`src/rtl/button_event.sv`:
```
// Turns the debounced button level/strobe into click, double, long and repeat pulses.
// Define BUTTON_EVENT_REPEAT_EN to build in auto-repeat while a long press is held.
module button_event #(
   parameter int LONG_CYCLES   = 1000,
   parameter int DOUBLE_CYCLES = 300,
   parameter int REPEAT_CYCLES = 200,
   parameter int CNT_W         = 16
) (
   input  logic clk,
   input  logic reset_n,
   input  logic debounced,
   input  logic strobe,
   output logic click,
   output logic double_click,
   output logic long_press,
   output logic repeat_pulse,
   output logic busy
);

   typedef enum logic [2:0] {
      IDLE,
      HELD1,
      LONG,
      WAIT2,
      HELD2
   } state_e;

   localparam logic [CNT_W-1:0] LONG_LAST = CNT_W'(LONG_CYCLES - 1);
   localparam logic [CNT_W-1:0] DBL_LAST  = CNT_W'(DOUBLE_CYCLES - 1);

   if (LONG_CYCLES < 2 || DOUBLE_CYCLES < 2 || REPEAT_CYCLES < 2) begin : g_bad_param
      $error("button_event: cycle parameters must be >= 2");
   end

   state_e           state_q, state_d;
   logic [CNT_W-1:0] cnt_q, cnt_d;
   logic             click_q, click_d;
   logic             dbl_q, dbl_d;
   logic             long_q, long_d;
   logic             press_ev, release_ev;

`ifdef BUTTON_EVENT_REPEAT_EN
   localparam logic [CNT_W-1:0] REP_LAST = CNT_W'(REPEAT_CYCLES - 1);
   logic             rep_q, rep_d;
`endif

   assign press_ev   = strobe & debounced;
   assign release_ev = strobe & ~debounced;

   always_comb begin
      state_d = state_q;
      cnt_d   = cnt_q + CNT_W'(1);
      click_d = 1'b0;
      dbl_d   = 1'b0;
      long_d  = 1'b0;
`ifdef BUTTON_EVENT_REPEAT_EN
      rep_d   = 1'b0;
`endif
      unique case (state_q)
         IDLE: begin
            if (press_ev) state_d = HELD1;
         end
         HELD1: begin
            // release wins over the long threshold in the same cycle
            if (release_ev) begin
               state_d = WAIT2;
            end else if (cnt_q == LONG_LAST) begin
               state_d = LONG;
               long_d  = 1'b1;
            end
         end
         LONG: begin
            if (release_ev) begin
               state_d = IDLE;
            end else begin
`ifdef BUTTON_EVENT_REPEAT_EN
               if (cnt_q == REP_LAST) begin
                  rep_d = 1'b1;
                  cnt_d = '0;
               end
`else
               cnt_d = '0;
`endif
            end
         end
         WAIT2: begin
            if (press_ev) begin
               state_d = HELD2;
            end else if (cnt_q == DBL_LAST) begin
               state_d = IDLE;
               click_d = 1'b1;
            end
         end
         HELD2: begin
            if (release_ev) begin
               state_d = IDLE;
               dbl_d   = 1'b1;
            end
         end
         default: state_d = IDLE;
      endcase
      if (state_d != state_q) cnt_d = '0;
   end

   always_ff @(posedge clk or negedge reset_n) begin
      if (!reset_n) begin
         state_q <= IDLE;
         cnt_q   <= '0;
         click_q <= 1'b0;
         dbl_q   <= 1'b0;
         long_q  <= 1'b0;
      end else begin
         state_q <= state_d;
         cnt_q   <= cnt_d;
         click_q <= click_d;
         dbl_q   <= dbl_d;
         long_q  <= long_d;
      end
   end

`ifdef BUTTON_EVENT_REPEAT_EN
   always_ff @(posedge clk or negedge reset_n) begin
      if (!reset_n) rep_q <= 1'b0;
      else          rep_q <= rep_d;
   end

   assign repeat_pulse = rep_q;
`else
   assign repeat_pulse = 1'b0;
`endif

   assign click        = click_q;
   assign double_click = dbl_q;
   assign long_press   = long_q;
   assign busy         = (state_q != IDLE);

endmodule

```
`config.mk`:
```
export PLATFORM = sky130hd
export DESIGN_NAME = button_event
export DESIGN_NICKNAME = d
export VERILOG_FILES = /design/src/rtl/button_event.sv
export SDC_FILE = /design/constraint.sdc
export NUM_CORES = 1
export LEC_CHECK = 0
export ABC_AREA = 0
export CAP_MARGIN = 0
export CORE_ASPECT_RATIO = 0.8
export CORE_MARGIN = 2
export CORE_UTILIZATION = 51
export CTS_BUF_LIST = sky130_fd_sc_hd__clkbuf_16
export CTS_CLUSTER_SIZE = 40
export DETAILED_ROUTE_END_ITERATION = 12
export GPL_TIMING_DRIVEN = 0
export PLACE_DENSITY = 0.74
export SYNTH_ARGS = -nofsm -noshare
export SYNTH_HDL_FRONTEND = slang
export SYNTH_SLANG_ARGS = --single-unit
```
`constraint.sdc`:
```
create_clock -name clk -period 1.9 [get_ports clk]
set_input_delay 0.38 -clock clk [delete_from_list [all_inputs] [get_ports clk]]
set_output_delay 0.38 -clock clk [all_outputs]
set_load 0.05 [all_outputs]
```
==> impl_metrics.env, run 1 <==
export IMPL_synth_distinct_cells=38
export IMPL_cap_violations=0
export IMPL_drive_gt1_share_pct=35.2
export IMPL_grt_pass1_vias=962
export IMPL_ctsHoldBuffers=0
export IMPL_dieArea_mm2=0.00288
export IMPL_wl_met3_um=147
export IMPL_crit_fanout=5
export IMPL_slew_headroom_pct=33.7
export IMPL_n_antenna_cell=0
export IMPL_grt_max_degree=23
export IMPL_vias_per_cell=5.93
export IMPL_p_leak_nw=0.701
export IMPL_ir_drop_v=0.00100
export IMPL_cp_end_kind="register"
export IMPL_period_share_pct=110
export IMPL_htreeDepth=1
export IMPL_dpl_cell_count=153
export IMPL_violations="negative setup slack"
export IMPL_clock_latency_ps=250
export IMPL_netlist_area_leader_share_pct=43.9
export IMPL_syn_avg_cell_area_um2=10.5
export IMPL_numPortBuffers=7
export IMPL_clockBufferDepth=2
export IMPL_finalSetupViolCount=16
export IMPL_drtIter0Drc=23
export IMPL_place_gp_congestion=0.858
export IMPL_post_place_ws_ps=-268
export IMPL_cts_buffers=3
export IMPL_ys_flop_type="dfrtp_1"
export IMPL_post_dp_cell_area_mm2=0.00137
export IMPL_hold_violations=0
export IMPL_wl_um=2950
export IMPL_core_mm2=0.00238
export IMPL_synthCells=119
export IMPL_async_flop_share_pct=100
export IMPL_antenna_found_initial=0
export IMPL_met1_length_um=1330
export IMPL_setup_ws_ps=-186
export IMPL_drc=0
export IMPL_synth_seq_cells=22
export IMPL_cts_tree="done"
export IMPL_seq_area_frac_synth_pct=43.9
export IMPL_synth_common_cells="22 x dfrtp_1, 10 x nor3_2, 10 x xor2_1"
export IMPL_cp_data_required_time_ps=2040
export IMPL_fmax_ghz=0.479
export IMPL_die_w_um=59.5
export IMPL_critPathArrivalTime_ps=2230
export IMPL_path_clk_slew_ps=60
export IMPL_dr_wl_met2_um=1430
export IMPL_nFillCells=151
export IMPL_io_pins=9
export IMPL_synth_area_mm2=0.00125
export IMPL_synth_area_top_cells="dfrtp_1 44%, nor3_2 8.0%, xor2_1 7.0%"
export IMPL_area_growth_pct=34.2
export IMPL_first_pass_iters=4
export IMPL_gr_total_overflow=0
export IMPL_timing_setup_tns_ps=-2210
export IMPL_min_path_type="reg -> reg"
export IMPL_utilization_pct=70.7
export IMPL_dpl_hpwl_um=1650
export IMPL_drv_slew=0
export IMPL_finalClockSkew_ps=1.75
export IMPL_grt_pass1_wl_um=4610
export IMPL_yosysMostFrequentCell="dfrtp_1"
export IMPL_grt_usage_pct=21.3
export IMPL_status="complete, but fails checks"
export IMPL_highest_layer="met4"
export IMPL_root_buffer="clkbuf_16"
export IMPL_tightest_slew_ps=991
export IMPL_crit_type="reg -> reg"
export IMPL_synth_edff_count=0
export IMPL_num_rows=16
export IMPL_final_cells=172
export IMPL_initial_core_util_pct=52.7
export IMPL_rsz0062_at_grt="yes"
export IMPL_antenna_left=0
export IMPL_final_area_mm2=0.00168
export IMPL_dieHeight_um=48.4
export IMPL_synth_largest_area_cell="dfrtp_1"
export IMPL_yosysWarningCount=0
export IMPL_nets=151
export IMPL_start_kind="register"
export IMPL_synth_nets=124
export IMPL_fin_crit_ps=2090
export IMPL_via_count=1020
export IMPL_power_per_cell_area_mw_per_mm2=1150
export IMPL_cts_sinks=22
export IMPL_wire_per_inst_um=17.1
[area by class of cell]
type | count | area (um2) | share of cell area, %
plain buffers | 5 | 57.6 | 3.42
multi-input cells | 89 | 723 | 42.9
flip-flops and latches | 22 | 553 | 32.8
inverters | 2 | 7.51 | 0.446
clock inverters | 1 | 3.75 | 0.223
repair buffers | 23 | 230 | 13.7
well taps | 27 | 33.8 | 2.01
clock buffers | 3 | 75.1 | 4.46
[state kept, by name, indices dropped and copies added (netlist names)]
register	flops
click	1
cnt_q	16
double_click	1
long_press	1
state_q	3
[final timing paths]
check,from,end,slack [ps],cells past startpoint
min,cnt_q[0],cnt_q[0],490,1
min reg2reg,cnt_q[0],cnt_q[0],490,1
min in group asynchronous,reset_n,double_click,670,1
max reg2reg,cnt_q[13],cnt_q[10],-190,7
max,cnt_q[13],cnt_q[10],-190,7
max in group asynchronous,reset_n,cnt_q[3],560,1
[timing repair]
| action | CTS | global route |
|---|---|---|
| pin swaps | 5 | 8 |
| resized for setup | 9 | 19 |
| endpoints found under the setup margin | 17 | 20 |
| buffers inserted | 9 | 6 |
| gates cloned | 1 | 1 |
[per-layer routing]
layer,track usage [%],vias to the layer above
met5,0,-
met4,5.68,0
met3,6.42,6
met2,31.7,32
met1,30.3,497
li1,-,485
[critical path, stage by stage (launching register included)]
cell and delay, ps:
dfrtp_1 410, or4_4 570, nor4_4 350, nand3_2 130
a21oi_4 210, buf_6 140, buf_8 120, nor3_2 50
[layout by cell type, fill, tap and decap left out, types with 2 or more instances in the layout]
master            n
nand2_1           7
nor2_1            3
nor4_1            2
inv_1             2
xor2_1           10
nand4_1           7
or4b_4            2
nand2b_1          2
dfrtp_2           2
clkbuf_16         4
buf_4            11
nor4_4            2
xnor2_1           4
nor2b_1           2
buf_12            2
or3_1             3
dfrtp_1          20
clkdlybuf4s50_1   6
buf_6             5
nand3b_1          4
nand3_1           3
nor2_4            2
nor3_1            4
nor3_2           12
[power by group]
part           leakage, nW  internal, mW  switching (mW)  total, mW
sequential           0.297         0.521          0.0511      0.572
clock               0.0385         0.281           0.165      0.446
combinational        0.365         0.432           0.481      0.913
[metrics by stage]
stage                     power, mW  hold slack [ps]
after floorplan                1.04             84.4
final                          1.93              491
after global routing           2.02              522
after global placement         1.16              481
after detailed placement       1.17              489
after CTS                      1.83              497
[cells by family (layout without fill, tap and decap cells)]
family,count (synthesis),count (layout),synth area share [%]
AOI/OAI and AO/OA,9,9,5.78
adders and majority gates,1,1,0.997
xor gates and xnor gates,14,14,9.77
DFF,22,22,43.9
and+or+nand+nor,63,63,34.5
buffers and inverters,8,34,3.99
other,1,1,0.299
muxes,1,1,0.798
(Power assumes the default switching activity.)
==> run 2, diff against run 1 <==
HOLD_SLACK_MARGIN = 0.06   (was default)
==> results of run 2 <==
Same layout as run 1: the final DEF is identical, and so are final timing and power.
==> run 3, diff against run 2 <==
CORE_UTILIZATION = 54   (was 51)
CTS_BUF_LIST = sky130_fd_sc_hd__clkbuf_4   (was sky130_fd_sc_hd__clkbuf_16)
PLACE_DENSITY = 0.77   (was 0.74)
==> run 3 against run 2 <==
The flow still finishes with violations (negative setup slack); clock skew down 0.69 ps; sequential power up 3%; worst setup slack better by 27 ps; largest power group unchanged.
==> impl_metrics.env, run 3 (synthesis results as in run 1) <==
export IMPL_status="complete, but fails checks"
export IMPL_violations="negative setup slack"
export IMPL_clockBufferDepth=2
export IMPL_finalSetupViolCount=16
export IMPL_grt_pass1_vias=972
export IMPL_clock_latency_ps=310
export IMPL_r2r_cells=8
export IMPL_crit_fanout=5
export IMPL_rsz0062_at_grt="yes"
export IMPL_fmax_ghz=0.486
export IMPL_antenna_left=0
export IMPL_start_kind="register"
export IMPL_seqPwrFrac_pct=35.0
export IMPL_htreeDepth=1
export IMPL_fin_crit_ps=2060
export IMPL_drtIter0Drc=22
export IMPL_nets=150
export IMPL_initial_core_util_pct=57.6
export IMPL_place_gp_congestion=0.932
export IMPL_p_leak_nw=0.672
export IMPL_power_share_clock_pct=12.9
export IMPL_grt_pass1_wl_um=4310
export IMPL_num_rows=15
export IMPL_final_cell_mix="21 x dfrtp_1, 12 x buf_4, 10 x xor2_1, 10 x nor3_2"
export IMPL_numPortBuffers=7
export IMPL_min_to="cnt_q[0]"
export IMPL_wire_per_inst_um=16.6
export IMPL_hold_violations=0
export IMPL_area_growth_pct=28.6
export IMPL_cts_tree="done"
export IMPL_drv_slew=0
export IMPL_regToRegEndpoint="cnt_q[13]"
export IMPL_core_mm2=0.00218
export IMPL_cp_end_kind="register"
export IMPL_finalClockSkew_ps=1.05
export IMPL_min_path_type="reg -> reg"
export IMPL_crit_type="reg -> reg"
export IMPL_largestRegisters="cnt_q: 16 flops, state_q: 3 flops"
export IMPL_cap_violations=0
export IMPL_grt_usage_pct=21.3
export IMPL_nFillCells=165
export IMPL_hold_depth=1
export IMPL_power_per_cell_area_mw_per_mm2=1040
export IMPL_largest_reg_flops=16
export IMPL_wl_um=2810
export IMPL_cts_sinks=22
export IMPL_cts_buffers=3
export IMPL_io_pins=9
export IMPL_largest_register="cnt_q"
export IMPL_slew_headroom_pct=34.9
export IMPL_period_share_pct=108
export IMPL_p_switching_mw=0.648
export IMPL_dpl_hpwl_um=1750
export IMPL_tightest_slew_ps=973
export IMPL_path_clk_slew_ps=120
export IMPL_vias_per_cell=6.06
export IMPL_power_mw=1.68
export IMPL_dieHeight_um=47.1
export IMPL_final_area_mm2=0.00161
export IMPL_gr_total_overflow=0
export IMPL_post_place_ws_ps=-273
export IMPL_r2r_setup_slack_ps=-160
export IMPL_die_w_um=57.9
export IMPL_reg2reg_from="cnt_q[2]"
export IMPL_layout_commonest_cell="dfrtp_1"
export IMPL_grt_max_degree=23
export IMPL_cp_data_required_time_ps=2110
export IMPL_n_antenna_cell=0
export IMPL_drive_gt1_share_pct=33.3
export IMPL_first_pass_iters=4
export IMPL_ir_drop_v=0.000915
export IMPL_p_comb_share_pct=52.1
export IMPL_setup_ws_ps=-159
export IMPL_critPathArrivalTime_ps=2270
export IMPL_post_dp_cell_area_mm2=0.00137
export IMPL_via_count=1024
export IMPL_p_int_mw=1.04
export IMPL_hp_start="cnt_q[0]"
export IMPL_drc=0
export IMPL_root_buffer="clkbuf_4"
export IMPL_p_sw_share_pct=38.4
export IMPL_dieArea_mm2=0.00273
export IMPL_antenna_found_initial=0
[run 3: cell type report]
class / count / area [um2] / share of cell area (%)
tap: 25 / 31.3 / 1.94
clock buffer: 3 / 22.5 / 1.40
timing repair buffer: 24 / 245 / 15.2
sequential: 22 / 552 / 34.2
clock inverter: 1 / 3.75 / 0.233
inverter: 2 / 7.51 / 0.465
multi-input combinational: 89 / 713 / 44.2
buffer: 3 / 38.8 / 2.40
[run 3: stage by stage]
step / TNS, ps / hold WS [ps] / std cells / util [%]
finish: -2010 / 505 / 169 / 74.1
global route: -3270 / 533 / 169 / 74.1
CTS: -1950 / 510 / 163 / 69.3
detailed placement: -3320 / 491 / 151 / 62.8
global placement: -2600 / 483 / 151 / 62.8
floorplan: -284 / 84.4 / 119 / -
[run 3: worst max path at each step]
| stage | slack, ps | startpoint | cells past startpoint | end |
|---|---|---|---|---|
| 2_1_floorplan | -30 | cnt_q[4] | 6 | cnt_q[14] |
| 3_3_place_gp | -220 | debounced | 7 | cnt_q[12] |
| 3_5_place_dp | -270 | debounced | 7 | cnt_q[6] |
| 4_1_cts | -170 | cnt_q[11] | 6 | cnt_q[13] |
| 5_1_grt | -250 | cnt_q[2] | 8 | cnt_q[13] |
| 6_report | -160 | cnt_q[2] | 8 | cnt_q[13] |
[run 3: routing by layer]
| layer | GRT usage [%] | vias to the layer above | wire (um) |
|---|---|---|---|
| li1 | - | 487 | - |
| met1 | 27.4 | 506 | 1310 |
| met2 | 37.7 | 29 | 1360 |
| met3 | 5.79 | 2 | 120 |
| met4 | 2.79 | 0 | 17 |
| met5 | 0 | - | 0 |
[run 3: timing repair]
action	in CTS	in global routing
endpoints found under the setup margin	17	20
pin swaps	3	8
resized for setup	8	19
hold endpoints to repair	0	0
buffers inserted	7	8
hold buffers	0	0
gates cloned	1	1
[run 3: worst max-delay path, cell delays in order (launching register included)]
cell	delay, ps
dfrtp_1	390
buf_6	130
or4b_4	520
nor4_4	360
nor2_4	90
a21oi_4	190
buf_6	140
buf_16	110
nor3_2	40
[run 3: power groups by stage]
stage / Sequential, mW / Combinational, mW / Clock (mW)
after floorplan: 0.567 / 0.469 / 0
after global placement: 0.575 / 0.580 / 0
after detailed placement: 0.577 / 0.598 / 0
after CTS: 0.569 / 0.734 / 0.221
after global routing: 0.602 / 0.949 / 0.236
final: 0.589 / 0.879 / 0.217
